<file path="src/rtl/multdiv_sched.sv">
// Round-robin scheduler sharing one multdiv unit between two requesters.
// One operation in flight; operands held stable, result returned on resultRDY or timeout.
module multdiv_sched #(
    parameter int unsigned TAG_W          = 4,
    parameter int unsigned TIMEOUT_CYCLES = 64
) (
    input  logic             clock,
    input  logic             ctrl_reset_n,

    input  logic             req0_valid,
    input  logic             req0_op,
    input  logic [31:0]      req0_a,
    input  logic [31:0]      req0_b,
    input  logic [TAG_W-1:0] req0_tag,
    output logic             req0_ready,

    input  logic             req1_valid,
    input  logic             req1_op,
    input  logic [31:0]      req1_a,
    input  logic [31:0]      req1_b,
    input  logic [TAG_W-1:0] req1_tag,
    output logic             req1_ready,

    output logic             resp_valid,
    input  logic             resp_ready,
    output logic             resp_id,
    output logic [TAG_W-1:0] resp_tag,
    output logic [31:0]      resp_result,
    output logic             resp_exception,
    output logic             resp_timeout,

    output logic [31:0]      md_operandA,
    output logic [31:0]      md_operandB,
    output logic             md_ctrl_MULT,
    output logic             md_ctrl_DIV,
    input  logic [31:0]      md_result,
    input  logic             md_exception,
    input  logic             md_resultRDY,

    output logic             busy
);

    localparam int unsigned      CNT_W    = $clog2(TIMEOUT_CYCLES);
    localparam logic [CNT_W-1:0] CNT_LAST = CNT_W'(TIMEOUT_CYCLES - 1);

    typedef enum logic [1:0] {
        StIdle,
        StIssue,
        StWait,
        StResp
    } state_t;

    state_t           r_state;
    logic             r_rr_last;
    logic [CNT_W-1:0] r_cnt;
    logic             r_id;
    logic [TAG_W-1:0] r_tag;
    logic [31:0]      r_operand_a;
    logic [31:0]      r_operand_b;
    logic             r_ctrl_mult;
    logic             r_ctrl_div;
    logic             r_resp_valid;
    logic             r_resp_id;
    logic [TAG_W-1:0] r_resp_tag;
    logic [31:0]      r_resp_result;
    logic             r_resp_exception;
    logic             r_resp_timeout;

    logic             w_idle;
    logic             w_any_valid;
    logic             w_grant_id;
    logic             w_grant_op;
    logic [31:0]      w_grant_a;
    logic [31:0]      w_grant_b;
    logic [TAG_W-1:0] w_grant_tag;

    assign w_idle      = (r_state == StIdle);
    assign w_any_valid = req0_valid | req1_valid;

    // On a tie the port that did not win last time gets the grant.
    always_comb begin
        if (req0_valid && req1_valid) begin
            w_grant_id = ~r_rr_last;
        end else begin
            w_grant_id = req1_valid;
        end
    end

    assign w_grant_op  = w_grant_id ? req1_op  : req0_op;
    assign w_grant_a   = w_grant_id ? req1_a   : req0_a;
    assign w_grant_b   = w_grant_id ? req1_b   : req0_b;
    assign w_grant_tag = w_grant_id ? req1_tag : req0_tag;

    assign req0_ready = w_idle & w_any_valid & ~w_grant_id;
    assign req1_ready = w_idle & w_any_valid & w_grant_id;

    always_ff @(posedge clock or negedge ctrl_reset_n) begin
        if (!ctrl_reset_n) begin
            r_state          <= StIdle;
            r_rr_last        <= 1'b1;
            r_cnt            <= '0;
            r_id             <= 1'b0;
            r_tag            <= '0;
            r_operand_a      <= '0;
            r_operand_b      <= '0;
            r_ctrl_mult      <= 1'b0;
            r_ctrl_div       <= 1'b0;
            r_resp_valid     <= 1'b0;
            r_resp_id        <= 1'b0;
            r_resp_tag       <= '0;
            r_resp_result    <= '0;
            r_resp_exception <= 1'b0;
            r_resp_timeout   <= 1'b0;
        end else begin
            r_ctrl_mult <= 1'b0;
            r_ctrl_div  <= 1'b0;
            unique case (r_state)
                StIdle: begin
                    if (w_any_valid) begin
                        r_id        <= w_grant_id;
                        r_tag       <= w_grant_tag;
                        r_operand_a <= w_grant_a;
                        r_operand_b <= w_grant_b;
                        r_rr_last   <= w_grant_id;
                        // Start pulse is registered so it lands exactly in the ISSUE cycle.
                        r_ctrl_mult <= ~w_grant_op;
                        r_ctrl_div  <= w_grant_op;
                        r_state     <= StIssue;
                    end
                end
                StIssue: begin
                    r_cnt   <= '0;
                    r_state <= StWait;
                end
                StWait: begin
                    if (md_resultRDY) begin
                        r_resp_valid     <= 1'b1;
                        r_resp_id        <= r_id;
                        r_resp_tag       <= r_tag;
                        r_resp_result    <= md_result;
                        r_resp_exception <= md_exception;
                        r_resp_timeout   <= 1'b0;
                        r_state          <= StResp;
                    end else if (r_cnt == CNT_LAST) begin
                        r_resp_valid     <= 1'b1;
                        r_resp_id        <= r_id;
                        r_resp_tag       <= r_tag;
                        r_resp_result    <= '0;
                        r_resp_exception <= 1'b1;
                        r_resp_timeout   <= 1'b1;
                        r_state          <= StResp;
                    end else begin
                        r_cnt <= r_cnt + 1'b1;
                    end
                end
                StResp: begin
                    if (resp_ready) begin
                        r_resp_valid <= 1'b0;
                        r_state      <= StIdle;
                    end
                end
                default: begin
                    r_state <= StIdle;
                end
            endcase
        end
    end

    assign resp_valid     = r_resp_valid;
    assign resp_id        = r_resp_id;
    assign resp_tag       = r_resp_tag;
    assign resp_result    = r_resp_result;
    assign resp_exception = r_resp_exception;
    assign resp_timeout   = r_resp_timeout;
    assign md_operandA    = r_operand_a;
    assign md_operandB    = r_operand_b;
    assign md_ctrl_MULT   = r_ctrl_mult;
    assign md_ctrl_DIV    = r_ctrl_div;
    assign busy           = ~w_idle;

endmodule

</file>
<file path="config.mk">
export PLATFORM = sky130hd
export DESIGN_NAME = multdiv_sched
export DESIGN_NICKNAME = d
export VERILOG_FILES = /design/src/rtl/multdiv_sched.sv
export SDC_FILE = /design/constraint.sdc
export NUM_CORES = 1
export LEC_CHECK = 0
export ABC_CLOCK_PERIOD_IN_PS = 2050
export BUFFER_PORTS_ARGS = -buffer_cell sky130_fd_sc_hd__buf_2
export CORE_ASPECT_RATIO = 1.25
export CORE_MARGIN = 2
export CORE_UTILIZATION = 45
export DETAILED_ROUTE_END_ITERATION = 8
export PLACE_DENSITY = 0.79
export SKIP_LAST_GASP = 1
export SLEW_MARGIN = 10
export SYNTH_ARGS = -nofsm -noshare
export SYNTH_HDL_FRONTEND = slang
export SYNTH_SLANG_ARGS = --single-unit
</file>
<file path="constraint.sdc">
create_clock -name clock -period 2.05 [get_ports clock]
set_clock_uncertainty 0.15 [all_clocks]
set_input_delay 0.615 -clock clock [delete_from_list [all_inputs] [get_ports clock]]
set_output_delay 0.615 -clock clock [all_outputs]
set_load 0.1 [all_outputs]
</file>
Word level (Yosys, flattened, before mapping)

Index checks and enable logic that the tools add are counted.
W data, S select, Z words.

Multiplexer cells: 29
Equality and inequality tests: 9
Add/subtract/negate cells: 1
Bitwise gates (word level): 8
Reductions and logical operators: 10

Operators with widths:

| cell                  | number |
|---|---|
| $mux W32              | 4 |
| $mux W1               | 13 |
| $mux W4               | 3 |
| $mux W6               | 2 |
| $pmux W6 S2           | 1 |
| $reduce_and A3 Y1     | 3 |
| $mux W2               | 4 |
| $pmux W2 S4           | 1 |
| $add A6 B1 Y6 const B | 1 |
| $eq A6 B6 Y1 const B  | 1 |
| $ne A2 B2 Y1 const B  | 3 |
| $reduce_bool A2 Y1    | 3 |
| $eq A2 B2 Y1 const B  | 2 |
| $not A1 Y1            | 4 |
| $reduce_and A2 Y1     | 2 |
| $and A1 B1 Y1         | 3 |
| $ne A3 B3 Y1 const B  | 1 |
| $eq A2 B1 Y1 const B  | 1 |
| $logic_not A2 Y1      | 1 |
| $ne A2 B1 Y1 const B  | 1 |
| $pmux W1 S2           | 1 |
| $logic_and A1 B1 Y1   | 1 |
| $or A1 B1 Y1          | 1 |

Register bits: 120
Logic and storage cells: 72
Output and inout port bits: 109
Bits of input ports: 177

Logic depth before layout (Yosys ltp)

Depth in word-level cells: 6
Depth in mapped cells: 7
Depth with buffers taken out: 5

Worst setup path before layout

No wires, ideal clock.

Path type: flip-flop to output port
Start: register r_state[0]
End: output port req0_ready
Path slack: -0.724 ns
Data required time: 1.285 ns
Buffers on the path: 2
Stages on the path, launching flop included: 6
Data arrival time: 2.009 ns
Path through: dfrtp_1 inv_1 ha_1 and3_4 buf_6 clkbuf_1

Word-level cells in the longest chain between the ends: 3

RTL lines:

| element                    | RTL line | RTL |
|---|---|---|
| from (decl)                | 53       | `state_t r_state;` |
| from (signal assigned)     | 99       | `r_state <= StIdle;` |
| from (signal assigned)     | 128      | `r_state <= StIssue;` |
| from (signal assigned)     | 133      | `r_state <= StWait;` |
| $logic_not A2 Y1           | 77       | `assign w_idle = (r_state == StIdle);` |
| $and A1 B1 Y1 (2 in a row) | 94       | `assign req0_ready = w_idle & w_any_valid & ~w_grant_id;` |
| to (decl)                  | 15       | `output logic req0_ready,` |

No other way between the ends.

Final worst setup path

Start: register r_rr_last
End: output port req0_ready

Word-level cells in the longest chain between the ends: 4

RTL lines:

| element                | RTL line | RTL |
|---|---|---|
| from (decl)            | 54       | `logic r_rr_last;` |
| from (signal assigned) | 124      | `r_rr_last <= w_grant_id;` |
| $not A1 Y1             | 83       | `w_grant_id = ~r_rr_last;` |
| $mux W1                | 82       | `if (req0_valid && req1_valid) begin` |
| $not A1 Y1             | 94       |  |
| $and A1 B1 Y1          | 94       |  |

No other way between the ends.

==> metrics.txt <==
clk_lat worst skew 0.40 ns; max_slew headroom about two thirds; Longest Clk Path Bufs 2; critical path class reg2out; first-pass GRT wire length 29000 um; Worst-Margin Slew ~0.53 ns; hpwl dp 13400 um; drt via density 5.78; Hold WC Path Type in2async; layout cells sized above 1 between 40% and 50%; Netlist cell types 42; Via Count between 5000 and 6000; Final Max Slew Viols 0; status complete, but fails checks; Die ar. ~13000 um2; DR WL met2 roughly 9400 um; Starting Density a little under half; total CTS buffers 17; DRC violations left 0; Post-synth EDFFs 0; CP max FO 3; Seq/Total Area, Yosys ~53%; Ys Warns 0; H-tree level count 4; Post-synth ARST share 100%; clock slew at reported path FFs 0.05 ns; CP required between 1 and 1.5 ns; Fill cells 963; Overflow after GRT 0; RSZ-0062 raised after global routing yes; Placed Area 7390 um2; synthesized cell area 5640 um2; pin count of the biggest net entering global routing 82; Synth area leader dfrtp_1; fin crit period ~2.2 ns; I/O pin total 286; synthesis-to-layout area growth 44.3%; worst reg-to-reg path cell count 7; Final WS setup -0.144 ns; final hold viol count 0; root buffer cell clkbuf_16; Antenna Violating Nets Remaining 0; Chip Height 129 um; DR top layer met5; share of the synthesized area in the top cell type 52.8%; WL met1 roughly 7300 um; DIE WIDTH 104 um; initial antenna violation count 1; vias in the first global route 5575; Post-Place Cells 900; # rows 45; fmax ~0.46 GHz; drt pass-1 iters 5; # Max-Cap Violations 0; Placeable Area roughly 12000 um2; CTS tree done; Worst Setup End Kind output port; Detailed Route WL 18800 um; final setup violation count 3; Final period util 107%; CTS Hold Bufs 0; Area contributors post-synth dfrtp_1, a221o_1, and2_1, o211a_1, clkbuf_1; Synth Area per Inst 12.0 um2; failing checks negative setup slack; gp weighted congestion 0.902; 1st-iter DRT viols roughly 330; input/output buffers roughly 290; #FFs+latches synth 120; setup TNS -0.266 ns; # nets final 947; Non-Filler Instances 943; most frequent cells after synthesis dfrtp_1, a221o_1, and2_1, clkbuf_1, o211a_1; Net Count, Synth around 650; Most used DFF post-synth dfrtp_1; met3 wire len 1560 um; Total Routing Usage GR 27.8%; crit start category flip-flop; Data arrival, critical path 1.43 ns; Sink Count 120; post-layout instance area a little over 8000 um2; most frequent cell after synthesis dfrtp_1; WL per Instance roughly 20 um; Cells after Synth 470
[state kept, by name, indices dropped and copies added (netlist names)]
signal and cells:
r_id 1, md_operandA 32, r_state 2, r_cnt 6
resp_tag 4, resp_exception 1, resp_result 32, resp_valid 1
r_tag 4, resp_timeout 1, resp_id 1, md_ctrl_DIV 1
r_rr_last 1, md_ctrl_MULT 1, md_operandB 32
[cells in the final DEF, fill, tap and decap left out, types with 5 or more instances in the layout]
master and instances:
inv_1 5, clkbuf_16 17, a221o_1 100, buf_12 9
o211ai_1 14, buf_2 280, ha_1 5, and2_1 70
nand2_1 17, o211a_1 32, clkbuf_8 5, a21oi_1 9
buf_4 31, dfrtp_1 119
[routing by layer]
metal | GRT usage (%) | up-vias
met5 | 0 | -
met4 | 11.4 | 2
met3 | 8.40 | 40
met2 | 47.6 | 294
met1 | 33.0 | 2681
li1 | - | 2432
[area by class of cell]
type	count	area (um2)	share of cell area, %
antenna	2	5.00	0.0615
sequential	120	3000	36.9
clock buffer	22	494	6.07
multi-input combinational	296	2410	29.6
timing repair buffer	321	1820	22.4
tap	164	205	2.52
inverter	8	33.8	0.415
clock inverter	10	165	2.03
[kinds of logic (layout without fill, tap and decap cells)]
kind of cell,Yosys count,count (layout),share of synthesized area [%]
AO/OA/AOI/OAI,172,172,28.4
adder cells (fa/ha/maj),6,6,1.33
flip-flops,120,120,53.3
buffers and inverters,54,361,4.50
AND/OR/NAND/NOR,118,118,12.5
other,0,2,0
[path summary, 6_finish.rpt]
check                      slack (ns)              end    startpoint
min                              0.08         r_cnt[3]  ctrl_reset_n
min reg2reg                      0.35             r_id          r_id
min in group clock               0.28  md_operandA[17]    req0_a[17]
max in group asynchronous        1.26  md_operandA[26]  ctrl_reset_n
max reg2reg                      0.06       r_state[0]    r_state[1]
max                             -0.14       req0_ready     r_rr_last
[timing repair]
action / CTS / global route
resized for setup: 5 / 1
pin swaps: 2 / 1
endpoints found under the setup margin: 3 / 4
buffers inserted: 6 / 3
[worst max-delay path, cell delays in order, from the launching register on]
cell and delay, ns:
dfstp_2 0.54, nand2b_4 0.12, and3_4 0.19, buf_12 0.17
[stage by stage]
| stage | utilization (%) | setup slack, ns | hold slack (ns) |
|---|---|---|---|
| after floorplan | - | -0.0210 | 0.169 |
| after global placement | 60.5 | -0.0274 | 0.323 |
| after detailed placement | 60.5 | -0.0471 | 0.337 |
| after CTS | 66.3 | -0.161 | 0.115 |
| after global routing | 66.6 | -0.200 | 0.116 |
| final | 66.6 | -0.144 | 0.0800 |
Power is not shown: default switching activity piles up to over one toggle a cycle in this logic, so the estimate is an artifact.
